[src/rtl/mips_multicycle_ctrl_if.sv]
// rtl/mips_multicycle_ctrl_if.sv - control/status bundle between the multi-cycle controller and its datapath
// master is the controller side, slave is the datapath/memory side.
interface mips_multicycle_ctrl_if;
  logic [5:0] OpCode;
  logic       Zero;
  logic       mem_ready;
  logic       PCWrite;
  logic       PCWriteCond;
  logic       IorD;
  logic       MemRead;
  logic       MemWrite;
  logic       IRWrite;
  logic       MemtoReg;
  logic       RegWrite;
  logic       RegDst;
  logic       ALUSrcA;
  logic [1:0] ALUSrcB;
  logic [1:0] ALUOp;
  logic [1:0] PCSource;
  logic [3:0] state_o;
  logic       retire;
  logic       trap;

  modport master (
    input  OpCode, Zero, mem_ready,
    output PCWrite, PCWriteCond, IorD, MemRead, MemWrite, IRWrite, MemtoReg,
           RegWrite, RegDst, ALUSrcA, ALUSrcB, ALUOp, PCSource, state_o, retire, trap
  );

  modport slave (
    output OpCode, Zero, mem_ready,
    input  PCWrite, PCWriteCond, IorD, MemRead, MemWrite, IRWrite, MemtoReg,
           RegWrite, RegDst, ALUSrcA, ALUSrcB, ALUOp, PCSource, state_o, retire, trap
  );
endinterface

[src/rtl/mips_multicycle_ctrl.sv]
// rtl/mips_multicycle_ctrl.sv - Moore FSM sequencing a multi-cycle MIPS datapath
// Zero is ANDed with PCWriteCond in the datapath, so it is carried but not consumed here.
module mips_multicycle_ctrl #(
  parameter bit         TRAP_ON_ILLEGAL = 1'b1,
  parameter logic [3:0] WAIT_MAX        = 4'd15
) (
  input logic                   Globalclk,
  input logic                   Globalreset,
  mips_multicycle_ctrl_if.master io_bus
);

  typedef enum logic [3:0] {
    ST_IDLE   = 4'd0,  ST_FETCH  = 4'd1,  ST_DECODE = 4'd2,  ST_MEMADR = 4'd3,
    ST_MEMRD  = 4'd4,  ST_MEMWB  = 4'd5,  ST_MEMWR  = 4'd6,  ST_EXEC   = 4'd7,
    ST_RWB    = 4'd8,  ST_BRANCH = 4'd9,  ST_JUMP   = 4'd10, ST_ADDIEX = 4'd11,
    ST_ADDIWB = 4'd12, ST_TRAP   = 4'd13
  } state_t;

  typedef struct packed {
    logic       pc_write;
    logic       pc_write_cond;
    logic       iord;
    logic       mem_read;
    logic       mem_write;
    logic       mem_to_reg;
    logic       reg_write;
    logic       reg_dst;
    logic       alu_src_a;
    logic [1:0] alu_src_b;
    logic [1:0] alu_op;
    logic [1:0] pc_source;
    logic       retire;
    logic       trap;
    logic       is_fetch;
    logic       is_decode;
    logic       is_memwr;
  } ctl_t;

  localparam logic [5:0] OP_RTYPE = 6'b000000;
  localparam logic [5:0] OP_LW    = 6'b100011;
  localparam logic [5:0] OP_SW    = 6'b101011;
  localparam logic [5:0] OP_BEQ   = 6'b000100;
  localparam logic [5:0] OP_J     = 6'b000010;
  localparam logic [5:0] OP_ADDI  = 6'b001000;

  state_t     r_state;
  logic [3:0] r_wait_cnt;
  ctl_t       r_ctl;

  state_t     w_next;
  logic [3:0] w_wait_next;
  logic       w_timeout;
  logic       w_illegal;
  logic       w_wait_state;

  function automatic ctl_t f_decode(input state_t s);
    ctl_t c;
    c = '0;
    case (s)
      ST_FETCH: begin
        c.mem_read  = 1'b1;
        c.alu_src_b = 2'b01;
        c.is_fetch  = 1'b1;
      end
      ST_DECODE: begin
        c.alu_src_b = 2'b11;
        c.is_decode = 1'b1;
      end
      ST_MEMADR, ST_ADDIEX: begin
        c.alu_src_a = 1'b1;
        c.alu_src_b = 2'b10;
      end
      ST_MEMRD: begin
        c.iord     = 1'b1;
        c.mem_read = 1'b1;
      end
      ST_MEMWB: begin
        c.reg_write  = 1'b1;
        c.mem_to_reg = 1'b1;
        c.retire     = 1'b1;
      end
      ST_MEMWR: begin
        c.iord      = 1'b1;
        c.mem_write = 1'b1;
        c.is_memwr  = 1'b1;
      end
      ST_EXEC: begin
        c.alu_src_a = 1'b1;
        c.alu_op    = 2'b10;
      end
      ST_RWB: begin
        c.reg_write = 1'b1;
        c.reg_dst   = 1'b1;
        c.retire    = 1'b1;
      end
      ST_BRANCH: begin
        c.alu_src_a     = 1'b1;
        c.alu_op        = 2'b01;
        c.pc_write_cond = 1'b1;
        c.pc_source     = 2'b01;
        c.retire        = 1'b1;
      end
      ST_JUMP: begin
        c.pc_write  = 1'b1;
        c.pc_source = 2'b10;
        c.retire    = 1'b1;
      end
      ST_ADDIWB: begin
        c.reg_write = 1'b1;
        c.retire    = 1'b1;
      end
      ST_TRAP: c.trap = 1'b1;
      default: c = '0;
    endcase
    return c;
  endfunction

  always_comb begin
    case (io_bus.OpCode)
      OP_RTYPE, OP_LW, OP_SW, OP_BEQ, OP_J, OP_ADDI: w_illegal = 1'b0;
      default:                                       w_illegal = 1'b1;
    endcase
  end

  assign w_wait_state = (r_state == ST_FETCH) || (r_state == ST_MEMRD) || (r_state == ST_MEMWR);
  // A ready arriving on the last allowed cycle still wins over the timeout.
  assign w_timeout    = (WAIT_MAX != 4'd0) && (r_wait_cnt == WAIT_MAX) && !io_bus.mem_ready;

  always_comb begin
    w_next = r_state;
    case (r_state)
      ST_IDLE:   w_next = ST_FETCH;
      ST_FETCH:  if (io_bus.mem_ready) w_next = ST_DECODE; else if (w_timeout) w_next = ST_TRAP;
      ST_DECODE: begin
        if (w_illegal) begin
          w_next = TRAP_ON_ILLEGAL ? ST_TRAP : ST_FETCH;
        end else begin
          case (io_bus.OpCode)
            OP_LW, OP_SW: w_next = ST_MEMADR;
            OP_RTYPE:     w_next = ST_EXEC;
            OP_BEQ:       w_next = ST_BRANCH;
            OP_J:         w_next = ST_JUMP;
            default:      w_next = ST_ADDIEX;
          endcase
        end
      end
      ST_MEMADR: w_next = (io_bus.OpCode == OP_SW) ? ST_MEMWR : ST_MEMRD;
      ST_MEMRD:  if (io_bus.mem_ready) w_next = ST_MEMWB; else if (w_timeout) w_next = ST_TRAP;
      ST_MEMWR:  if (io_bus.mem_ready) w_next = ST_FETCH; else if (w_timeout) w_next = ST_TRAP;
      ST_EXEC:   w_next = ST_RWB;
      ST_ADDIEX: w_next = ST_ADDIWB;
      ST_MEMWB, ST_RWB, ST_BRANCH, ST_JUMP, ST_ADDIWB: w_next = ST_FETCH;
      ST_TRAP:   w_next = ST_TRAP;
      default:   w_next = ST_TRAP;
    endcase
  end

  always_comb begin
    if (w_next != r_state) begin
      w_wait_next = 4'd0;
    end else if (w_wait_state && !io_bus.mem_ready && (r_wait_cnt != 4'hF)) begin
      w_wait_next = r_wait_cnt + 4'd1;
    end else begin
      w_wait_next = r_wait_cnt;
    end
  end

  // Controls are registered from the next state so they line up with r_state.
  always_ff @(posedge Globalclk or negedge Globalreset) begin
    if (!Globalreset) begin
      r_state    <= ST_IDLE;
      r_wait_cnt <= 4'd0;
      r_ctl      <= '0;
    end else begin
      r_state    <= w_next;
      r_wait_cnt <= w_wait_next;
      r_ctl      <= f_decode(w_next);
    end
  end

  assign io_bus.PCWrite     = r_ctl.pc_write | (r_ctl.is_fetch & io_bus.mem_ready);
  assign io_bus.PCWriteCond = r_ctl.pc_write_cond;
  assign io_bus.IorD        = r_ctl.iord;
  assign io_bus.MemRead     = r_ctl.mem_read;
  assign io_bus.MemWrite    = r_ctl.mem_write;
  assign io_bus.IRWrite     = r_ctl.is_fetch & io_bus.mem_ready;
  assign io_bus.MemtoReg    = r_ctl.mem_to_reg;
  assign io_bus.RegWrite    = r_ctl.reg_write;
  assign io_bus.RegDst      = r_ctl.reg_dst;
  assign io_bus.ALUSrcA     = r_ctl.alu_src_a;
  assign io_bus.ALUSrcB     = r_ctl.alu_src_b;
  assign io_bus.ALUOp       = r_ctl.alu_op;
  assign io_bus.PCSource    = r_ctl.pc_source;
  assign io_bus.state_o     = r_state;
  assign io_bus.trap        = r_ctl.trap;
  assign io_bus.retire      = r_ctl.retire
                            | (r_ctl.is_memwr & io_bus.mem_ready)
                            | (r_ctl.is_decode & w_illegal & ~TRAP_ON_ILLEGAL);

endmodule

[src/flat_wrapper.sv]
// flat-port wrapper written by rule: the top's interface ports become plain ports
module mips_multicycle_ctrl_flat 
#(
  parameter bit         TRAP_ON_ILLEGAL = 1'b1,
  parameter logic [3:0] WAIT_MAX        = 4'd15
)
  (Globalclk, Globalreset, io_bus_OpCode, io_bus_Zero, io_bus_mem_ready, io_bus_PCWrite, io_bus_PCWriteCond, io_bus_IorD, io_bus_MemRead, io_bus_MemWrite, io_bus_IRWrite, io_bus_MemtoReg, io_bus_RegWrite, io_bus_RegDst, io_bus_ALUSrcA, io_bus_ALUSrcB, io_bus_ALUOp, io_bus_PCSource, io_bus_state_o, io_bus_retire, io_bus_trap);
  mips_multicycle_ctrl_if io_bus_i ();
  input logic Globalclk;
  input logic Globalreset;
  input wire logic [$bits(io_bus_i.OpCode)-1:0] io_bus_OpCode;
  input wire logic [$bits(io_bus_i.Zero)-1:0] io_bus_Zero;
  input wire logic [$bits(io_bus_i.mem_ready)-1:0] io_bus_mem_ready;
  output wire logic [$bits(io_bus_i.PCWrite)-1:0] io_bus_PCWrite;
  output wire logic [$bits(io_bus_i.PCWriteCond)-1:0] io_bus_PCWriteCond;
  output wire logic [$bits(io_bus_i.IorD)-1:0] io_bus_IorD;
  output wire logic [$bits(io_bus_i.MemRead)-1:0] io_bus_MemRead;
  output wire logic [$bits(io_bus_i.MemWrite)-1:0] io_bus_MemWrite;
  output wire logic [$bits(io_bus_i.IRWrite)-1:0] io_bus_IRWrite;
  output wire logic [$bits(io_bus_i.MemtoReg)-1:0] io_bus_MemtoReg;
  output wire logic [$bits(io_bus_i.RegWrite)-1:0] io_bus_RegWrite;
  output wire logic [$bits(io_bus_i.RegDst)-1:0] io_bus_RegDst;
  output wire logic [$bits(io_bus_i.ALUSrcA)-1:0] io_bus_ALUSrcA;
  output wire logic [$bits(io_bus_i.ALUSrcB)-1:0] io_bus_ALUSrcB;
  output wire logic [$bits(io_bus_i.ALUOp)-1:0] io_bus_ALUOp;
  output wire logic [$bits(io_bus_i.PCSource)-1:0] io_bus_PCSource;
  output wire logic [$bits(io_bus_i.state_o)-1:0] io_bus_state_o;
  output wire logic [$bits(io_bus_i.retire)-1:0] io_bus_retire;
  output wire logic [$bits(io_bus_i.trap)-1:0] io_bus_trap;
  assign io_bus_i.OpCode = io_bus_OpCode;
  assign io_bus_i.Zero = io_bus_Zero;
  assign io_bus_i.mem_ready = io_bus_mem_ready;
  assign io_bus_PCWrite = io_bus_i.PCWrite;
  assign io_bus_PCWriteCond = io_bus_i.PCWriteCond;
  assign io_bus_IorD = io_bus_i.IorD;
  assign io_bus_MemRead = io_bus_i.MemRead;
  assign io_bus_MemWrite = io_bus_i.MemWrite;
  assign io_bus_IRWrite = io_bus_i.IRWrite;
  assign io_bus_MemtoReg = io_bus_i.MemtoReg;
  assign io_bus_RegWrite = io_bus_i.RegWrite;
  assign io_bus_RegDst = io_bus_i.RegDst;
  assign io_bus_ALUSrcA = io_bus_i.ALUSrcA;
  assign io_bus_ALUSrcB = io_bus_i.ALUSrcB;
  assign io_bus_ALUOp = io_bus_i.ALUOp;
  assign io_bus_PCSource = io_bus_i.PCSource;
  assign io_bus_state_o = io_bus_i.state_o;
  assign io_bus_retire = io_bus_i.retire;
  assign io_bus_trap = io_bus_i.trap;
  mips_multicycle_ctrl #(.TRAP_ON_ILLEGAL(TRAP_ON_ILLEGAL), .WAIT_MAX(WAIT_MAX)) u_core (.Globalclk(Globalclk), .Globalreset(Globalreset), .io_bus(io_bus_i));
endmodule
[config.mk]
export PLATFORM = sky130hd
export DESIGN_NAME = mips_multicycle_ctrl_flat
export DESIGN_NICKNAME = d
export VERILOG_FILES = /design/src/rtl/mips_multicycle_ctrl_if.sv /design/src/rtl/mips_multicycle_ctrl.sv /design/src/flat_wrapper.sv
export SDC_FILE = /design/constraint.sdc
export NUM_CORES = 1
export LEC_CHECK = 0
export CAP_MARGIN = 20
export CORE_MARGIN = 1.5
export CORE_UTILIZATION = 53
export CTS_CLUSTER_SIZE = 12
export DETAILED_ROUTE_END_ITERATION = 10
export GPL_TIMING_DRIVEN = 0
export PLACE_DENSITY = 0.84
export SETUP_SLACK_MARGIN = 0.2
export SLEW_MARGIN = 5
export SYNTH_ARGS = -nofsm -noshare
export SYNTH_HDL_FRONTEND = slang
export SYNTH_SLANG_ARGS = --single-unit
export TNS_END_PERCENT = 50
[constraint.sdc]
create_clock -name Globalclk -period 5.28 [get_ports Globalclk]
set_input_delay 1.584 -clock Globalclk [delete_from_list [all_inputs] [get_ports Globalclk]]
set_output_delay 1.584 -clock Globalclk [all_outputs]
set_load 0.01 [all_outputs]
[Word level (Yosys, flattened, before mapping)]
Cells that the tools add are included.
Word-level totals
  input port bits: 10
  register bits after elaboration: 26
  output and inout bits: 22
  logic and storage cells: 98
Cells by class
  bitwise operators: 4
  add/sub/neg operators: 1
  reduce and logical (&&, ||, !) cells: 18
  eq/ne operators: 33
  muxes and demuxes: 25
Operator list (count)
  $eq 4x4->1 const B: 12
  $eq 4x3->1 const B: 8
  $pmux 4 s8: 1
  $mux 4: 7
  $eq 4x2->1 const B: 4
  $pmux 4 s4: 1
  $eq 6x6->1 const B: 2
  $mux 1: 12
  $reduce_or 6->1: 2
  $eq 4x1->1 const B: 2
  $pmux 2 s2: 2
  $reduce_or 2->1: 4
  $eq 6x2->1 const B: 1
  $eq 6x3->1 const B: 1
  $eq 6x4->1 const B: 1
  $logic_not 6->1: 1
  $pmux 2 s3: 1
  $reduce_or 5->1: 1
  $add 4x1->4 const B: 1
  $logic_not 4->1: 1
  $ne 4x4->1: 1
  $ne 4x4->1 const B: 1
  $reduce_or 4->1: 1
  $logic_and 1x1->1: 3
  7 further kinds: 10

[Longest topological paths before layout]
  depth in word-level cells: 8
  depth in mapped cells: 8
  mapped depth without buffers: 7

[Least setup slack after synthesis]
OpenSTA, ideal clock, no wires.
  path type: input to output
  start: in io_bus_mem_ready
  end: out io_bus_PCWrite
  buffers on the path: 1
  required time: 3.696 ns
  path slack: 1.490 ns
  arrival time: 2.206 ns
  stages on the path: 3
  path through: buf_2 -> and2_1 -> or2_2
Between the ends
  cells in the longest elaborated chain, start to end: 2
Ends and longest elaborated chain
  start: declaration: line flat_wrapper.sv:13  | input wire logic [$bits(io_bus_i.mem_ready)-1:0] io_bus_mem_ready;
  $and 1x1->1
  named net io_bus_IRWrite: line flat_wrapper.sv:19  | output wire logic [$bits(io_bus_i.IRWrite)-1:0] io_bus_IRWrite;
  $or 1x1->1: line mips_multicycle_ctrl.sv:181  | assign io_bus.PCWrite = r_ctl.pc_write | (r_ctl.is_fetch & io_bus.mem_ready);
  end: declaration: line flat_wrapper.sv:14  | output wire logic [$bits(io_bus_i.PCWrite)-1:0] io_bus_PCWrite;
The timed path passes the listed nets, and every way through them passes these cells.

[Worst setup path in the final report]
  start: in io_bus_mem_ready
  end: out io_bus_PCWrite
Between the ends
  cells in the longest elaborated chain, start to end: 2
Ends and longest elaborated chain (line)
  $and 1x1->1: mips_multicycle_ctrl.sv:181
  $or 1x1->1: mips_multicycle_ctrl.sv:181
No other way between the ends.

==> impl_metrics.py <==
metrics = {
    "sta": {
        "final-max-slew-violation-count": 0,
        "timing.setup.tns_ns": 0,
        "timing.fmax_mhz": 237,
        "final_period_utilization_pct": 80.0,
        "min_period_ns": 4.23,
        "final-hold-violation-count": 0,
        "final-setup-viol-count": 0,
        "unrepaired_setup_endpoints_after_global_routing": "false",
        "final.setup.worst_slack_ns": 1.05,
        "slew_headroom_pct": 64.4,
        "worst_pin_slew_ns": 0.532,
        "timing.clock.skew_ns": 0.00423,
    },
    "detailed_routing": {
        "postRouteWirelength_mm": 2.85,
        "route.detailed.wl_per_inst_um": 13.8,
        "drcViolationCount": 0,
        "antenna_left": 0,
        "drt_iter0_drc": 40,
        "num_vias": 1212,
        "drt-vias-per-instance": 5.88,
        "drt_first_pass_iters": 4,
    },
    "place": {
        "place.port_buffers": 29,
        "gp_routability_congestion": 0.856,
        "dp_hpwl_mm": 2.11,
        "pre_cts_ws_ns": 1.05,
    },
    "setup_path": {
        "worstSetupStartpointType": "primary input",
        "critical_path.top_delay_family": "buffers and inverters",
        "worstPathCellList": "buf_2 > and2_1 > or2_2 > clkdlybuf4s50_1",
        "crit_path_top_delay_cell": "clkdlybuf4s50_1",
        "worst-r2r-cell-count": 7,
        "crit_path_end_kind": "primary output",
        "reg2reg_slack_ns": 3.05,
        "worst-setup-path-type": "in2out",
        "setup.worst_path.start": "io_bus_mem_ready",
        "critical_path_buf_inv_count": 2,
        "rr_startpoint": "u_core.r_wait_cnt[0]",
        "timing.critical_path.arrival_ns": 2.64,
        "worst-path-max-fanout": 10,
        "data_required_critical_path_ns": 3.70,
        "crit_path_max_incr_delay_ns": 0.48,
        "r2r-end": "u_core.r_ctl[4]",
    },
    "layout": {
        "count_of_nets_after_finishing": 188,
        "fillCellCount": 182,
        "antenna-diode-count": 0,
        "area_growth_syn_to_layout_pct": 26.7,
        "drive_above_1_share_pct": 17.6,
    },
    "global_route": {
        "grt_max_degree": 24,
        "groute.usage.overall_pct": 21.4,
        "grt_overflow": 0,
        "antenna_found_initial": 0,
        "grt_pass1_vias": 1025,
        "grt_pass1_wl_mm": 4.40,
    },
    "power_and_ir_drop": {
        "power.clock.fraction_pct": 8.7,
        "power_frac_seq_pct": 26.6,
        "switching_power_summed_over_all_nets_mw": 0.422,
        "power.share.combinational_pct": 64.7,
        "leakagePower_nw": 0.761,
        "power.ir.vdd_worst_v": 0.000390,
        "power.switching_fraction_pct": 44.0,
        "pwr_density_cell_mw_per_mm2": 551,
        "internal-power_mw": 0.537,
    },
    "hold_path": {
        "timing.hold.worst.start": "u_core.r_wait_cnt[3]",
        "hold-path-endpoint": "u_core.r_wait_cnt[3]",
        "hold_class": "reg2reg",
        "timing.hold.worst_path_depth": 2,
    },
    "synthesis": {
        "synth-edff-count": 0,
        "synth_warnings": 0,
        "synth_cell_types": 51,
        "synth_top_cell_by_area": "dfrtp_1",
        "synth_nets": 153,
        "synth.area.top_cells": "dfrtp_1 42%, buf_4 3.8%, nor2_1 3.8%, xor2_1 3.8%, buf_2 2.5%",
        "yosysSeqAreaShare_pct": 41.9,
        "yosys_register_bits": 23,
        "post_synth_instance_area_mm2": 0.00138,
        "asyncSetResetFlopFracSynth_pct": 100,
        "syn-instance-count": 142,
        "syn-mean-instance-area_um2": 9.68,
        "synth-main-ff-cell": "dfrtp_1",
        "area_share_of_the_largest_cell_type_after_synthesis_pct": 41.9,
    },
    "cts": {
        "clkLatencyLatePin_ns": 0.32,
        "cts_made_buffers": 3,
        "cts_root_buffer": "clkbuf_4",
        "clock_pin_slew_reported_for_the_worst_setup_and_hold_paths_after_clock_tree_synthesis_ns": 0.13,
        "cts_hold_buf": 0,
        "tritoncts": "done",
        "clock_tree.buffer_depth": 2,
        "postCtsSetupBuffers": 0,
        "post_cts.resized_instances": 0,
        "cts_num_sinks": 23,
        "cts_htree_levels": 1,
    },
    "job": {
        "cap_viol_max_count": 0,
    },
    "die": {
        "die_width_um": 53.9,
        "die_height_um": 53.9,
        "initial_core_util_pct": 56.0,
        "fp-row-count": 18,
        "boundaryPins": 32,
        "die-area_mm2": 0.00291,
        "core_region_area_mm2": 0.00245,
    },
    "outcome": {
        "status": "finished clean",
    },
}
final cells by class:
type / count / area, um^2 / share of cell area (%)
Clock inverter: 1 / 5.00 / 0.287
Sequential cell: 23 / 576 / 33.0
Tap cell: 30 / 37.5 / 2.16
Buffer: 15 / 91.3 / 5.24
Multi-Input combinational cell: 101 / 697 / 40.0
Timing Repair Buffer: 30 / 302 / 17.3
Clock buffer: 3 / 22.5 / 1.29
Inverter: 3 / 11.3 / 0.647
flip-flops by register name (all words and copies together), names as in the netlist, 2 cells and up:
name                   cells
u_core.io_bus.state_o      4
u_core.r_wait_cnt          4
u_core.io_bus.ALUSrcB      2
u_core.r_ctl               2
layout by cell type (no fill, tap or decap), types with 2 or more instances in the layout:
master            n
a21boi_1          2
a21o_1            2
a21oi_1           6
a32oi_1           2
and3_1            2
buf_2             7
buf_4             7
clkbuf_4          3
clkdlybuf4s50_1  29
dfrtp_1          23
inv_1             2
nand2_1           7
nand2b_1          5
nand3_1           5
nor2_1           14
nor2b_1           3
nor3_1            7
o211ai_1          2
o21ai_0           4
o21ai_1           2
o31ai_1           2
xnor2_1           2
xor2_1            6
cell families (layout without fill, tap and decap cells):
family / Yosys count / count (layout) / share of synthesized area (%)
DFF: 23 / 23 / 41.9
buffers and inverters: 18 / 52 / 7.46
muxes: 1 / 1 / 0.728
AOI/OAI and AO/OA: 36 / 36 / 20.1
and+or+nand+nor: 54 / 54 / 23.1
xor gates and xnor gates: 8 / 8 / 5.10
adders and majority gates: 2 / 2 / 1.64
through the flow:
stage                     util (%)  hold WS, ns  cells  instance area [um^2]  power, mW
after global routing          70.9        0.607    206                  1740       1.04
after detailed placement      69.4        0.551    201                  1700      0.871
after floorplan                  -        0.527    142                  1380      0.677
after CTS                     70.5        0.584    205                  1730      0.956
after global placement        69.4        0.556    201                  1700      0.856
final                         70.9        0.579    206                  1740      0.959
routing by layer:
metal  vias to the layer above  track usage (%)  part of all wire, %
li1                        576                -                    -
met1                       563             28.0                   43
met2                        64             32.7                   48
met3                         9             3.33                  6.6
met4                         0             13.7                  2.8
met5                         -                0                    0
worst min-delay path, delay by kind of cell (launching register included):
kind,cells,cell delay (ns)
flops,1,0.40
xor+xnor,1,0.08
simple gates,1,0.08
Yosys cell counts, types with 3 or more instances:
cell type,n
nor2b_1,3
dfrtp_1,23
xor2_1,6
o21ai_0,4
nand2_1,7
buf_4,7
nor3_1,7
nand3_1,5
buf_2,7
a21oi_1,6
nand2b_1,5
nor2_1,14
how the worst max path moves through the flow:
stage	cells after the start	to	slack (ns)
floorplan	3	io_bus_PCWrite	1.49
global placement	4	io_bus_PCWrite	1.05
detailed placement	4	io_bus_PCWrite	1.05
CTS	4	io_bus_PCWrite	1.05
global route	4	io_bus_PCWrite	1.0
finish	4	io_bus_PCWrite	1.05
power by group through the flow:
stage                     combinational [mW]  clock, mW  sequential, mW
after floorplan                        0.405          0           0.272
after global placement                 0.599          0           0.257
after detailed placement               0.611          0           0.259
after CTS                              0.617     0.0838           0.255
after global routing                   0.685     0.0900           0.261
final                                  0.621     0.0837           0.255
Power figures use the tool's default switching activity.
==> patch 1, RTL diff (same settings) <==
`WAIT_MAX` is set to 4'd15 in 2 places; all go to 4'd7.
--- a/src/rtl/mips_multicycle_ctrl.sv
+++ b/src/rtl/mips_multicycle_ctrl.sv
@@ -2,7 +2,7 @@
 // Zero is ANDed with PCWriteCond in the datapath, so it is carried but not consumed here.
 module mips_multicycle_ctrl #(
   parameter bit         TRAP_ON_ILLEGAL = 1'b1,
-  parameter logic [3:0] WAIT_MAX        = 4'd15
+  parameter logic [3:0] WAIT_MAX        = 4'd7
 ) (
   input logic                   Globalclk,
   input logic                   Globalreset,
--- a/src/flat_wrapper.sv
+++ b/src/flat_wrapper.sv
@@ -2,7 +2,7 @@
 module mips_multicycle_ctrl_flat 
 #(
   parameter bit         TRAP_ON_ILLEGAL = 1'b1,
-  parameter logic [3:0] WAIT_MAX        = 4'd15
+  parameter logic [3:0] WAIT_MAX        = 4'd7
 )
   (Globalclk, Globalreset, io_bus_OpCode, io_bus_Zero, io_bus_mem_ready, io_bus_PCWrite, io_bus_PCWriteCond, io_bus_IorD, io_bus_MemRead, io_bus_MemWrite, io_bus_IRWrite, io_bus_MemtoReg, io_bus_RegWrite, io_bus_RegDst, io_bus_ALUSrcA, io_bus_ALUSrcB, io_bus_ALUOp, io_bus_PCSource, io_bus_state_o, io_bus_retire, io_bus_trap);
   mips_multicycle_ctrl_if io_bus_i ();
Function: changed (a bounded check fails within 10 cycles, from zero or initial values and one cycle with Globalreset low).
==> patch 1 against the original RTL <==
Register-to-register slack got worse by 230 ps; synthesized area decreased by 5.3%; first-iteration DRC count is 15% higher; power shrank 9.9%; sequential power shrank 3%; routed wire length grew 0.46%; hold slack better by 4.6 ps; cell area decreased by 2.8%; sequential cell count unchanged; synthesized cell count decreased by 2.1%; combinational power fell by 14%; worst setup slack got worse by 470 ps; clock power decreased by 5.7%.
==> patch 1: results (changes against the original RTL) <==
metric,value,unit,change
die_x,52.6,um,-2.5%
drt_wl_total,2860,um,+0.46%
track_usage,0.232,,+0.0176
power_clock,0.0000789,W,-5.7%
worstPathArrival,3110,ps,+470 ps
status,"finished, final reports clean",,
avgSynthCellArea,9.37,um2,-3.2%
drive_gt1_frac,0.132,,-0.0440
p_per_area,510,nW/um2,-7.3%
clock_latency,310,ps,
via_count,1172,,-3.3%
clk_pin_slew,130,ps,about the same
dpl_worst_slack,591,ps,-462 ps
sh_seq_area,0.340,,+0.00953
syn_nets,150,,-2.0%
cts_buffer_depth,2,,unchanged
leakage,0.738,nW,-3.1%
dpl-instance-area,1640,um2,-3.8%
ir_drop,0.000291,V,-25%
worst_pin_slew,645,ps,+113 ps
finalNetCount,186,,-1.1%
gp_congestion,0.837,,-2.3%
whs_path_depth,2,,unchanged
dp_hpwl,2160,um,+2.4%
seq_area_frac_synth,0.442,,+0.0233
hold_end,u_core.r_wait_cnt[3],,
clk_share,0.0163,,+0.000456
cp-startpoint,io_bus_mem_ready,,
fin_cells,202,,-1.9%
synth_cell_types,50,,-2.0%
rrSetupSlack,2820,ps,-230 ps
seq_power_share,0.287,,+0.021
worst_path_max_delay_cell,clkdlybuf4s50_1,,
drt_iter0_markers,46,,+15%
cts_hold_buffers,0,,unchanged
sw_frac_of_total,0.432,,-0.00879
inverters_excl_clock,5,,+2
multi_input_comb_cells,98,,-3.0%
grt_max_degree,24,,unchanged
r2r_start,u_core.io_bus.state_o[0],,
multiInputGateArea,637,um2,-8.6%
power,0.000864,W,-9.9%
critPathMaxStageDelay,570,ps,+90 ps
grt_pass1_wl,4710,um,+6.9%
holdWs,583,ps,+4.57 ps
ys_top_cells_by_area,"dfrtp_1 44%, nor2_1 4.3%, buf_4 3.5%",,
skew,8.53,ps,+4.31 ps
fin_crit,4700,ps,+472 ps
grt_antenna_before_repair,0,,unchanged
cts-root-buf,clkbuf_4,,
synth_commonest_cells,"23 x dfrtp_1, 15 x nor2_1, 9 x nand2_1",,
grt_pass1_vias,1050,,+2.4%
fillers,166,,-8.8%
n_all_buffers,44,,-2.2%
rr_endpoint,u_core.r_wait_cnt[1],,
io_buffers,30,,+3.4%
buf_share,0.236,,+0.0102
-- patch 1: changes by cell type after synthesis, sizes merged, moves of 3 or more --
| cell | change |
|---|---|
| buf | -8 |
| clkbuf | +6 |
| nor3 | -3 |
| xor2 | -4 |
-- patch 1: per-layer routing --
layer / global-route usage / share of wire
met3: 0.0600 / 0.048
met5: 0 / 0
met2: 0.375 / 0.51
met1: 0.298 / 0.43
met4: 0.0812 / 0.0091
-- patch 1: cells by family after synthesis --
kind of cell               Yosys count  share of synthesized area
xor gates and xnor gates             6                     0.0403
AOI/OAI and AO/OA                   33                      0.194
DFF                                 23                      0.442
adders and majority gates            1                    0.00960
buffers and inverters               18                     0.0692
muxes                                1                    0.00769
and+or+nand+nor                     57                      0.237
-- patch 1: worst min-delay path, cell delays in order, from the launching register on --
cell and delay, ps:
dfrtp_1 400, xnor2_1 130, nor2_1 40
==> patch 2, RTL diff (config.mk and constraints unchanged) <==
Without the edit above. Reset style: synchronous (`Globalreset`), changed in one clocked block.
--- a/src/rtl/mips_multicycle_ctrl.sv
+++ b/src/rtl/mips_multicycle_ctrl.sv
@@ -166,7 +166,7 @@
   end
 
   // Controls are registered from the next state so they line up with r_state.
-  always_ff @(posedge Globalclk or negedge Globalreset) begin
+  always_ff @(posedge Globalclk) begin
     if (!Globalreset) begin
       r_state    <= ST_IDLE;
       r_wait_cnt <= 4'd0;
Check against the original RTL: differs if Globalreset is asserted again (counterexample within 4 cycles, from zero or initial values and one cycle with Globalreset low); with Globalreset held inactive, the same outputs for 10 cycles.
==> patch 2 against the original RTL <==
Worst setup slack lost 470 ps; count of clock-buffer cells in the layout stayed put; routed wire length is 16% higher; sequential cell count is the same; cell area down 4.5%; fmax decreased by 10%; global-route usage increased by 5.5 points; die area is 5.1% lower; synthesized area is 5.4% lower; critical path type unchanged.
Power is not compared: it rests on default switching activity, and its combinational part moved more than twofold at a synthesized area within 25%.
==> patch 2: results (changes against the original RTL) <==
metric,value,unit,change
synth_fa_ha_area_frac,0.00962,,-0.00676
dpl_worst_slack,576,ps,-476 ps
finalNetCount,195,,+3.7%
grt_pass1_wl,5520,um,+25%
skew,3.46,ps,-0.767 ps
cts-root-buf,clkbuf_4,,
top_layer,met4,,
drt_iter0_markers,31,,-23%
dp_hpwl,2480,um,+17%
drive_gt1_frac,0.131,,-0.0450
status,"finished, final reports clean",,
clk_pin_slew,120,ps,
dpl-instance-area,1640,um2,-3.9%
syn_inst,149,,+4.9%
cts_resized,0,,unchanged
crit_fanout,8,,-2
yosysWarnings,0,,unchanged
routed-wl-met3,221,um,+18%
synth_commonest_cells,"23 x dfxtp_1, 13 x nor2_1, 8 x nand2_1",,
insertedDiodeCount,0,,unchanged
grt_max_degree,14,,-42%
synthXorXnorAreaFrac,0.0269,,-0.0240
vias_per_cell,6.23,,+5.9%
hold_path_class,reg -> reg,,
worstPathArrival,3120,ps,+480 ps
io_buffers,30,,+3.4%
gp_congestion,0.891,,+4.0%
use_met3,0.0514,,+0.0181
grt_antenna_before_repair,0,,unchanged
via_count,1315,,+8.5%
setup_viol,0,,unchanged
cts_buffer_depth,2,,unchanged
synth_cell_types,51,,unchanged
dr_wl_met2,1580,um,+16%
met1_length,1450,um,+20%
htree_levels,1,,unchanged
grt_use_met1,0.345,,+0.0650
post-cts-setup-buffers,0,,unchanged
seq_area_frac_synth,0.354,,-0.0647
leakage,0.637,nW,
worst_path_max_delay_cell,clkdlybuf4s50_1,,
clock_latency,320,ps,about the same
worst_pin_slew,528,ps,-4.67 ps
synth-compound-area-share,0.227,,+0.0258
wl_per_cell,15.7,um,+13%
cts-buffers-inserted,3,,unchanged
async_reset_ff_frac,0,,-1.00
grtUsageMet2,0.448,,+0.121
ir_drop,0.000226,V,
synth_mux_area_frac,0.0240,,+0.0168
dpl.cell_count,207,,+3.0%
firstDrtPassIters,4,,unchanged
syn_nets,160,,+4.6%
track_usage,0.269,,+0.0551
ys_top_cells_by_area,"dfxtp_1 35%, nor2_1 3.8%, buf_4 3.5%",,
critPathMaxStageDelay,540,ps,+60 ps
grt_pass1_vias,1232,,+20%
patch 2: changes by cell type after synthesis, sizes merged, moves of 3 or more:
| cell | delta |
|---|---|
| dfrtp | -23 |
| dfxtp | +23 |
| nor4 | +6 |
| nor3 | -5 |
| and2 | +4 |
| xor2 | -4 |
| buf | -3 |
| nand3 | +3 |
| or4b | +3 |
patch 2: worst paths after layout:
check                                         endpoint                startpoint  slack [ps]  depth (start not counted)
worst max-delay path                    io_bus_PCWrite          io_bus_mem_ready         580                          4
worst min-delay path              u_core.r_wait_cnt[1]      u_core.r_wait_cnt[1]         580                          2
worst max register to register  u_core.io_bus.ALUOp[1]  u_core.io_bus.state_o[2]        3060                          6
worst min register to register    u_core.r_wait_cnt[1]      u_core.r_wait_cnt[1]         580                          2
patch 2: cell type report:
class / instances / area (um2)
fill: 193 / 591
tap: 28 / 35.0
clock buffer: 3 / 22.5
inverter: 4 / 15.0
timing repair buffer: 30 / 300
buffer: 13 / 83.8
sequential: 23 / 460
multi-input combinational: 109 / 742
clock inverter: 1 / 5.00
patch 2: kinds of logic after synthesis:
family	Yosys count
XOR/XNOR	4
buffers and inverters	17
AND/OR/NAND/NOR	63
adder cells (fa/ha/maj)	1
flip-flops	23
multiplexers	3
AO/OA/AOI/OAI	38
patch 2: power breakdown:
| group | internal, W | leakage, nW | switching, W |
|---|---|---|---|
| logic | 0.0000781 | 0.433 | 0.0000859 |
| clock network | 0.0000284 | 0.0177 | 0.0000541 |
| registers | 0.000187 | 0.187 | 0.00000721 |
| total | 0.000294 | 0.637 | 0.000147 |
patch 2: worst max-delay path, delay by kind of cell:
family                 cells  cell delay [ps]
buffers and inverters      2             1040
AND/OR/NAND/NOR            2              480
